<file path="config.mk">
export PLATFORM = sky130hd
export DESIGN_NAME = specmd_pipe
export DESIGN_NICKNAME = d
export VERILOG_FILES = /design/src/rtl/specmd_pipe.sv
export SDC_FILE = /design/constraint.sdc
export NUM_CORES = 1
export LEC_CHECK = 0
export BUFFER_PORTS_ARGS = -buffer_cell sky130_fd_sc_hd__clkbuf_2
export CORE_MARGIN = 4
export CORE_UTILIZATION = 47
export CTS_BUF_LIST = sky130_fd_sc_hd__clkbuf_2 sky130_fd_sc_hd__clkbuf_4 sky130_fd_sc_hd__clkbuf_8
export DETAILED_ROUTE_END_ITERATION = 8
export GPL_TIMING_DRIVEN = 0
export MAX_ROUTING_LAYER = met4
export PLACE_DENSITY = 0.89
export SKIP_CTS_REPAIR_TIMING = 1
export SYNTH_ARGS = -nofsm -noshare
export SYNTH_HDL_FRONTEND = slang
export SYNTH_SLANG_ARGS = --single-unit
</file>
<file path="constraint.sdc">
create_clock -name clk -period 3.9 [get_ports clk]
set_input_delay 0.39 -clock clk [delete_from_list [all_inputs] [get_ports clk]]
set_output_delay 0.39 -clock clk [all_outputs]
set_load 0.01 [all_outputs]
</file>
<file path="src/rtl/specmd_pipe.sv">
// specmd_pipe: pipelined special-operand resolver for the FPU mul/div path.
// Classifies the operand pair (zero/inf/NaN flags), picks the NaN payload,
// and carries the result through STAGES elastic valid/ready register slots.
// Sticky INV/DBZ flags accumulate on each output handshake.
//
// Ports:
//   clk, rst_n            clock (rising edge), async active-low reset
//   in_valid / in_ready   input handshake
//   fdiv                  1 = divide, 0 = multiply
//   fla, flb              operand class {zero, inf, sNaN, NaN}
//   fra, frb              operand fractions (FRAC_W)
//   in_tag                sideband tag (TAG_W)
//   out_valid / out_ready output handshake
//   flq                   {nan[FRAC_W:0], ZEROq, INFq, NANq, INV, DBZ}
//   out_tag               tag matching flq
//   sticky_clr            clear sticky flags
//   sticky_flags          {DBZ seen, INV seen}
module specmd_pipe #(
  parameter int unsigned FRAC_W = 52,
  parameter int unsigned STAGES = 1,
  parameter int unsigned TAG_W  = 4
) (
  input  logic              clk,
  input  logic              rst_n,
  input  logic              in_valid,
  output logic              in_ready,
  input  logic              fdiv,
  input  logic [3:0]        fla,
  input  logic [3:0]        flb,
  input  logic [FRAC_W-1:0] fra,
  input  logic [FRAC_W-1:0] frb,
  input  logic [TAG_W-1:0]  in_tag,
  output logic              out_valid,
  input  logic              out_ready,
  output logic [FRAC_W+5:0] flq,
  output logic [TAG_W-1:0]  out_tag,
  input  logic              sticky_clr,
  output logic [1:0]        sticky_flags
);

  localparam int unsigned NAN_W   = FRAC_W + 1;
  localparam int unsigned FLQ_W   = FRAC_W + 6;
  localparam int unsigned PL_W    = FLQ_W + TAG_W;
  localparam int unsigned DBZ_BIT = TAG_W;
  localparam int unsigned INV_BIT = TAG_W + 1;

  // Reject unsupported pipeline depths at elaboration.
  generate
    if (STAGES < 1 || STAGES > 4) begin : g_bad_stages
      $fatal(1, "specmd_pipe: STAGES must be in 1..4");
    end
  endgenerate

  logic             a_nan;
  logic             b_nan;
  logic             dbz;
  logic             inv;
  logic             nanq;
  logic             infq;
  logic             zeroq;
  logic [NAN_W-1:0] nan;
  logic [PL_W-1:0]  in_pl;

  // Operand classification and NaN payload selection (ahead of stage 0).
  always_comb begin
    a_nan = fla[0] | fla[1];
    b_nan = flb[0] | flb[1];
    dbz   = fdiv & flb[3] & (fla == 4'd0);
    inv   = fla[1] | flb[1]
          | (fdiv ? ((fla[3] & flb[3]) | (fla[2] & flb[2]))
                  : ((fla[3] & flb[2]) | (fla[2] & flb[3])));
    nanq  = inv | fla[0] | flb[0];
    if (fdiv) begin
      infq  = (fla[2] & ~nanq) | dbz;
      zeroq = (fla[3] | flb[2]) & ~nanq;
    end else begin
      infq  = (fla[2] | flb[2]) & ~nanq;
      zeroq = (fla[3] | flb[3]) & ~nanq;
    end
    // Quiet bit forced to 1 whichever source supplies the payload.
    if (a_nan) begin
      nan = {2'b11, fra[FRAC_W-2:0]};
    end else if (b_nan) begin
      nan = {2'b11, frb[FRAC_W-2:0]};
    end else begin
      nan = {2'b11, (FRAC_W-1)'(0)};
    end
    in_pl = {nan, zeroq, infq, nanq, inv, dbz, in_tag};
  end

  // Fraction MSBs are replaced by the forced quiet bit.
  logic unused_frac_msb;
  assign unused_frac_msb = fra[FRAC_W-1] ^ frb[FRAC_W-1];

  logic [STAGES-1:0] valid_q;
  logic [STAGES-1:0] valid_d;
  logic [STAGES-1:0] adv;
  logic [PL_W-1:0]   pl_q [STAGES];
  logic [PL_W-1:0]   pl_d [STAGES];
  logic              in_rdy;
  logic              out_hs;
  logic [1:0]        sticky_q;
  logic [1:0]        sticky_d;

  // Elastic slot control: a slot may move on when the slot after it is empty
  // or moving; payloads load only when valid data actually arrives.
  always_comb begin
    adv             = '0;
    adv[STAGES-1]   = out_ready;
    for (int k = int'(STAGES) - 2; k >= 0; k--) begin
      adv[k] = ~valid_q[k+1] | adv[k+1];
    end
    in_rdy  = ~valid_q[0] | adv[0];
    valid_d = valid_q;
    for (int k = 0; k < int'(STAGES); k++) begin
      pl_d[k] = pl_q[k];
    end
    if (in_rdy) begin
      valid_d[0] = in_valid;
      if (in_valid) begin
        pl_d[0] = in_pl;
      end
    end
    for (int k = 1; k < int'(STAGES); k++) begin
      if (~valid_q[k] | adv[k]) begin
        valid_d[k] = valid_q[k-1];
        if (valid_q[k-1]) begin
          pl_d[k] = pl_q[k-1];
        end
      end
    end
  end

  // Sticky flags: a handshake flag beats a same-cycle clear.
  always_comb begin
    out_hs   = valid_q[STAGES-1] & out_ready;
    sticky_d = sticky_clr ? 2'b00 : sticky_q;
    if (out_hs) begin
      sticky_d = sticky_d | {pl_q[STAGES-1][DBZ_BIT], pl_q[STAGES-1][INV_BIT]};
    end
  end

  // Slot, payload and sticky registers.
  always_ff @(posedge clk or negedge rst_n) begin
    if (!rst_n) begin
      valid_q  <= '0;
      sticky_q <= '0;
      for (int k = 0; k < int'(STAGES); k++) begin
        pl_q[k] <= '0;
      end
    end else begin
      valid_q  <= valid_d;
      sticky_q <= sticky_d;
      for (int k = 0; k < int'(STAGES); k++) begin
        pl_q[k] <= pl_d[k];
      end
    end
  end

  assign in_ready     = in_rdy;
  assign out_valid    = valid_q[STAGES-1];
  assign flq          = pl_q[STAGES-1][PL_W-1:TAG_W];
  assign out_tag      = pl_q[STAGES-1][TAG_W-1:0];
  assign sticky_flags = sticky_q;

endmodule

</file>
==> results of run 1 <==
==> power by group <==
group / total, mW / internal, mW / switching (mW)
combinational: 0.393 / 0.173 / 0.220
sequential: 0.806 / 0.754 / 0.0518
clock: 0.460 / 0.228 / 0.231
total: 1.66 / 1.16 / 0.503
==> final cells by class <==
class                   instances  area (um2)
inverters                       2        7.51
multi-input cells             197        1090
plain buffers                  25         128
well taps                      75        93.8
flip-flops and latches         64        1600
clock inverters                 5        25.0
clock buffers                  10         131
fillers                       493        1880
repair buffers                185         928
==> registers in the layout, summed over array words and instances (netlist names) <==
register      flops
pl_q             61
sticky_flags      2
out_valid         1
==> cell usage after synthesis (all sizes together) <==
cell	count	area [um2]
dfrtp	64	1600
and2	1	6.26
and2b	1	8.76
or2	2	12.5
mux2	2	26.3
nand3	3	15.0
nand2	16	60.1
clkbuf	15	56.3
a221oi	52	473
o21ai	5	25.0
buf	10	71.3
nor2	107	404
inv	2	7.51
a31oi	2	18.8
nor3	1	5.00
nand2b	3	18.8
o211ai	2	20.0
==> worst max-delay path, stage by stage, from the launching register on <==
cell and delay, ns:
dfrtp_1 0.41, nand2b_1 0.17, nand2_1 0.29, clkbuf_1 0.29, a221oi_1 0.33, nor2_1 0.08
==> layer usage <==
| layer | global-route usage | vias to the layer above | routed length, um |
|---|---|---|---|
| met5 | - | - | 0 |
| met4 | 0.0993 | 0 | 210 |
| met3 | 0.0384 | 19 | 610 |
| met2 | 0.403 | 137 | 4270 |
| met1 | 0.278 | 1356 | 3220 |
| li1 | - | 1411 | - |
==> worst max path at each step <==
stage	end	slack, ns
2_1_floorplan	pl_q[23]$_DFFE_PN0P_	2.46
5_1_grt	pl_q[39]$_DFFE_PN0P_	2.09
3_5_place_dp	pl_q[32]$_DFFE_PN0P_	2.08
4_1_cts	pl_q[32]$_DFFE_PN0P_	2.25
3_3_place_gp	pl_q[48]$_DFFE_PN0P_	2.14
6_report	pl_q[36]$_DFFE_PN0P_	2.21
==> logic make-up (layout without fill, tap and decap cells) <==
kind of cell / count (synthesis) / in the layout / synth area share
multiplexers: 2 / 2 / 0.00928
buffers and inverters: 27 / 227 / 0.0477
AO/OA/AOI/OAI: 61 / 61 / 0.190
AND/OR/NAND/NOR: 134 / 134 / 0.187
flip-flops: 64 / 64 / 0.566
==> through the flow <==
step / area, um2 / instances / hold WS, ns / worst slack, ns
floorplan: 2830 / 288 / 0.0944 / 2.46
global placement: 3850 / 548 / 0.462 / 2.14
detailed placement: 3850 / 548 / 0.468 / 2.08
CTS: 4010 / 563 / 0.219 / 2.25
global route: 4010 / 563 / 0.250 / 2.09
finish: 4010 / 563 / 0.193 / 2.21
==> flow_metrics.py, run 1 <==
metrics = {
    "routing": {
        "drt_wl_total_mm": 8.31,
        "detail_route.first_pass.iterations": 4,
        "route.detailed.wl_per_inst_um": 14.8,
        "detailedRoute.firstIterationViolations": 80,
        "drt_drc_violations_left": 0,
        "via_count": 2923,
        "route.antenna.remaining_nets": 0,
        "vias_per_cell": 5.19,
    },
    "synthesis": {
        "sequential_share_of_the_synthesized_area": 0.566,
        "syn-mean-instance-area_um2": 9.83,
        "mappedNetlistArea_um2": 2830,
        "yosysWarnings": 0,
        "yosys.cell_types.count": 26,
        "synthCells": 288,
        "synth.net_count": 410,
        "number_of_synthesized_register_bits": 64,
    },
    "die": {
        "die_h_um": 85.6,
        "pin_count": 188,
        "effective_utilization_at_floorplan": 0.481,
        "die_w_um": 85.6,
        "rows": 28,
        "floorplan.die_area_um2": 7330,
        "floorplan.core_area_um2": 5890,
    },
    "place": {
        "routabilityCongestion": 0.815,
        "detailedPlacementHpwl_mm": 6.59,
        "io_buffers": 185,
    },
    "timing": {
        "max_slew_violations": 0,
        "totalNegativeSetupSlack_ns": 0,
        "fmax_ghz": 0.592,
        "max-slew-margin-rel": 0.443,
        "hold_viol": 0,
        "timing_worst_slew_pin_value_ns": 0.835,
        "min_period_ns": 1.69,
        "finalClockSkew_ns": 0.00500,
        "post-route-period-util": 0.433,
        "final_setup_violation_count": 0,
        "rsz0062_at_grt": "false",
    },
    "clocking": {
        "cts_inserted_buffers": 9,
        "cts.htree.levels": 3,
        "tritoncts": "done",
        "tritoncts_sinks": 64,
        "clk-insertion-delay-late_ns": 0.32,
        "clock_tree.buffer_depth": 2,
        "worst_setup_hold_path_clk_slew_ns": 0.07,
        "clk_root_buffer_cell": "clkbuf_8",
    },
    "worst_setup_path": {
        "timing.rr.end": "pl_q[36]$_DFFE_PN0P_",
        "critPathCaptureType": "register",
        "setup.reg_to_reg.worst_slack_ns": 2.21,
        "cp_max_fo": 10,
        "worst_r2r_startpoint": "out_valid$_DFFE_PN0N_",
        "worst-r2r-cell-count": 5,
        "criticalPathCategory": "register to register",
        "critical_path_arrival_ns": 1.89,
        "setup.worst_path.start": "out_valid$_DFFE_PN0N_",
        "critPathLaunchType": "register",
        "cp_data_required_time_ns": 4.10,
    },
    "finish": {
        "final_nets": 606,
        "drive_gt1_frac": 0.447,
        "antenna-diode-count": 0,
        "most_used_cells_in_the_layout_excluding_fill_and_tap_cells": "clkbuf_2 (184), nor2_1 (106), dfrtp_1 (64)",
        "area_growth_pct": 41.6,
        "final_core_util": 0.681,
        "layout.cells.most_common": "clkbuf_2",
    },
    "global_routing": {
        "vias_in_the_first_global_route": 2975,
        "groute.usage.overall": 0.237,
        "grt_pass1_wl_mm": 13.3,
        "maximum_number_of_pins_on_one_net_before_global_route_repair": 65,
        "grt_antenna_before_repair": 0,
        "gr-total-overflow": 0,
    },
    "pwr": {
        "post-layout-total-power_mw": 1.66,
        "p_leak_nw": 2.03,
        "power_per_cell_area_nw_per_um2": 414,
        "ir_drop_v": 0.000202,
    },
    "hold_path": {
        "holdCritPathClass": "input pin to async pin",
    },
    "flow_run": {
        "maxCapViolCount": 0,
    },
    "run_status": {
        "status": "finished, final reports clean",
    },
}
(Power assumes the default switching activity.)
==> run 2, diff against run 1 <==
CORE_UTILIZATION = 43   (was 47)
PLACE_DENSITY = 0.82   (was 0.89)
clock period = 1.7 ns   (was 3.9 ns; I/O delays follow)
==> run 2 against run 1 <==
The run now ends with negative hold slack left; combinational power is 130% higher; critical path type unchanged; highest routed layer unchanged; cell count rose by 0.36%; core utilization is 4.9 points lower; global-route usage decreased by 2.0 points; via count shrank 0.10%.
==> flow_metrics.py, run 2 (synthesized netlist as in run 1, its figures left out) <==
metrics = {
    "worst_setup_path": {
        "cp_data_required_time_ns": 1.96,
        "critPathCaptureType": "register",
        "setup.reg_to_reg.worst_slack_ns": 0.16,
        "cp_max_fo": 10,
        "timing.rr.end": "pl_q[23]$_DFFE_PN0P_",
        "cp_slowest_stage_delay_ns": 0.41,
        "worst-r2r-cell-count": 7,
        "critPathLaunchType": "register",
        "endpoint": "pl_q[23]$_DFFE_PN0P_",
        "worstSetupPathDepth": 7,
        "criticalPathCategory": "register to register",
        "crit_family": "buffers and inverters",
        "timing.critical_path.buf_inv": 3,
        "setup.worst_path.start": "out_valid$_DFFE_PN0N_",
        "critical_path.cell_chain": "nand2b_1 -> and2_1 -> buf_2 -> buf_6 -> buf_2 -> nor2_1 -> nor2_1",
        "worst_r2r_startpoint": "out_valid$_DFFE_PN0N_",
        "critical_path_arrival_ns": 1.80,
        "crit_slowest_cell": "dfrtp_1",
    },
    "routing": {
        "drt_wl_total_mm": 8.39,
        "detailedRoute.firstIterationViolations": 78,
        "route.antenna.remaining_nets": 0,
        "drt_drc_violations_left": 0,
        "vias_per_cell": 5.17,
        "detail_route.first_pass.iterations": 4,
        "via_count": 2920,
        "route.detailed.wl_per_inst_um": 14.8,
    },
    "finish": {
        "finalNonFillerCells": 565,
        "final_nets": 606,
        "most_used_cells_in_the_layout_excluding_fill_and_tap_cells": "clkbuf_2 (186), nor2_1 (106), dfrtp_1 (64)",
        "area_growth_pct": 42.6,
        "fillers": 575,
        "largest_register_ffs": 61,
        "layout.cells.most_common": "clkbuf_2",
        "drive_gt1_frac": 0.453,
        "regMostFlops": "pl_q",
        "antenna-diode-count": 0,
    },
    "clocking": {
        "clock_tree.buffer_depth": 2,
        "tritoncts": "done",
        "clk-insertion-delay-late_ns": 0.33,
        "tritoncts_sinks": 64,
        "clk_root_buffer_cell": "clkbuf_8",
        "cts.htree.levels": 3,
        "worst_setup_hold_path_clk_slew_ns": 0.07,
        "cts_inserted_buffers": 9,
    },
    "global_routing": {
        "grt_antenna_before_repair": 0,
        "gr-total-overflow": 0,
        "grt_pass1_wl_mm": 12.8,
        "maximum_number_of_pins_on_one_net_before_global_route_repair": 65,
        "groute.usage.overall": 0.217,
        "vias_in_the_first_global_route": 2767,
    },
    "die": {
        "effective_utilization_at_floorplan": 0.443,
        "die_h_um": 89.1,
        "floorplan.die_area_um2": 7940,
        "rows": 29,
        "die_w_um": 89.1,
        "floorplan.core_area_um2": 6390,
        "pin_count": 188,
    },
    "flow_run": {
        "maxCapViolCount": 0,
    },
    "pwr": {
        "power_per_cell_area_nw_per_um2": 969,
        "power_report.internal_total_mw": 2.74,
        "power.clock.fraction": 0.297,
        "ir_drop_v": 0.000579,
        "share_comb_of_total_power": 0.230,
        "p_leak_nw": 2.04,
        "seqPwrFrac": 0.473,
        "sw_frac_of_total": 0.299,
        "post-layout-total-power_mw": 3.91,
        "netSwitchingPower_mw": 1.17,
    },
    "timing": {
        "fmax_ghz": 0.649,
        "max-slew-margin-rel": 0.433,
        "final_setup_violation_count": 0,
        "max_slew_violations": 0,
        "rsz0062_at_grt": "false",
        "timing_worst_slew_pin_value_ns": 0.851,
        "post-route-period-util": 0.906,
        "finalClockSkew_ns": 0.00534,
        "totalNegativeSetupSlack_ns": 0,
        "worst_hold_slack_ns": -0.0221,
        "min_period_ns": 1.54,
        "hold_viol": 43,
    },
    "place": {
        "routabilityCongestion": 0.750,
        "placed_instance_count": 550,
        "detailedPlacementHpwl_mm": 6.57,
        "io_buffers": 185,
    },
    "run_status": {
        "failing_checks": "negative hold slack",
        "status": "finished with violations",
    },
    "hold_path": {
        "holdCritPathClass": "input pin to async pin",
    },
}
-- run 2: how the worst min path moves through the flow --
stage                          start                         to  slack, ns  cells after the start
after floorplan                rst_n      out_valid$_DFFE_PN0N_      -0.13                      0
after global placement     in_tag[0]        pl_q[0]$_DFFE_PN0P_       0.36                      3
after detailed placement       rst_n  sticky_flags[1]$_DFF_PN0_       0.36                      1
after CTS                      rst_n  sticky_flags[1]$_DFF_PN0_      0.009                      1
after global routing      sticky_clr  sticky_flags[0]$_DFF_PN0_       0.02                      2
final                          rst_n  sticky_flags[0]$_DFF_PN0_      -0.02                      1
-- run 2: metrics by stage --
stage	setup WS [ns]	instance area (um2)	util
after floorplan	0.295	2830	-
after global placement	0.0972	3850	0.603
after detailed placement	0.0651	3850	0.604
after CTS	0.0402	4030	0.631
after global routing	0.00740	4040	0.632
final	0.159	4040	0.632
-- run 2: routing by layer --
layer / wire, um / track usage / share of wire / vias up
met3: 668 / 0.0369 / 0.080 / 12
met2: 4350 / 0.373 / 0.52 / 126
li1: - / - / - / 1417
met4: 110 / 0.0690 / 0.013 / 0
met5: 0 / - / 0 / -
met1: 3260 / 0.259 / 0.39 / 1365
-- run 2: power groups by stage --
stage | clock network, mW | registers (mW) | logic [mW]
after global routing | 1.26 | 1.87 | 1.00
after floorplan | 0 | 1.97 | 0.328
after global placement | 0 | 1.87 | 0.885
after detailed placement | 0 | 1.88 | 0.912
final | 1.16 | 1.85 | 0.899
after CTS | 1.19 | 1.85 | 0.914
-- run 2: area by class of cell --
class                           count  area [um2]  area share
Sequential cell                    64        1600       0.397
Multi-Input combinational cell    197        1100       0.272
Timing Repair Buffer              185         928       0.230
Clock buffer                       12         159      0.0394
Buffer                             25         130      0.0322
Tap cell                           77        96.3      0.0239
Clock inverter                      3        17.5     0.00434
Inverter                            2        7.51     0.00186
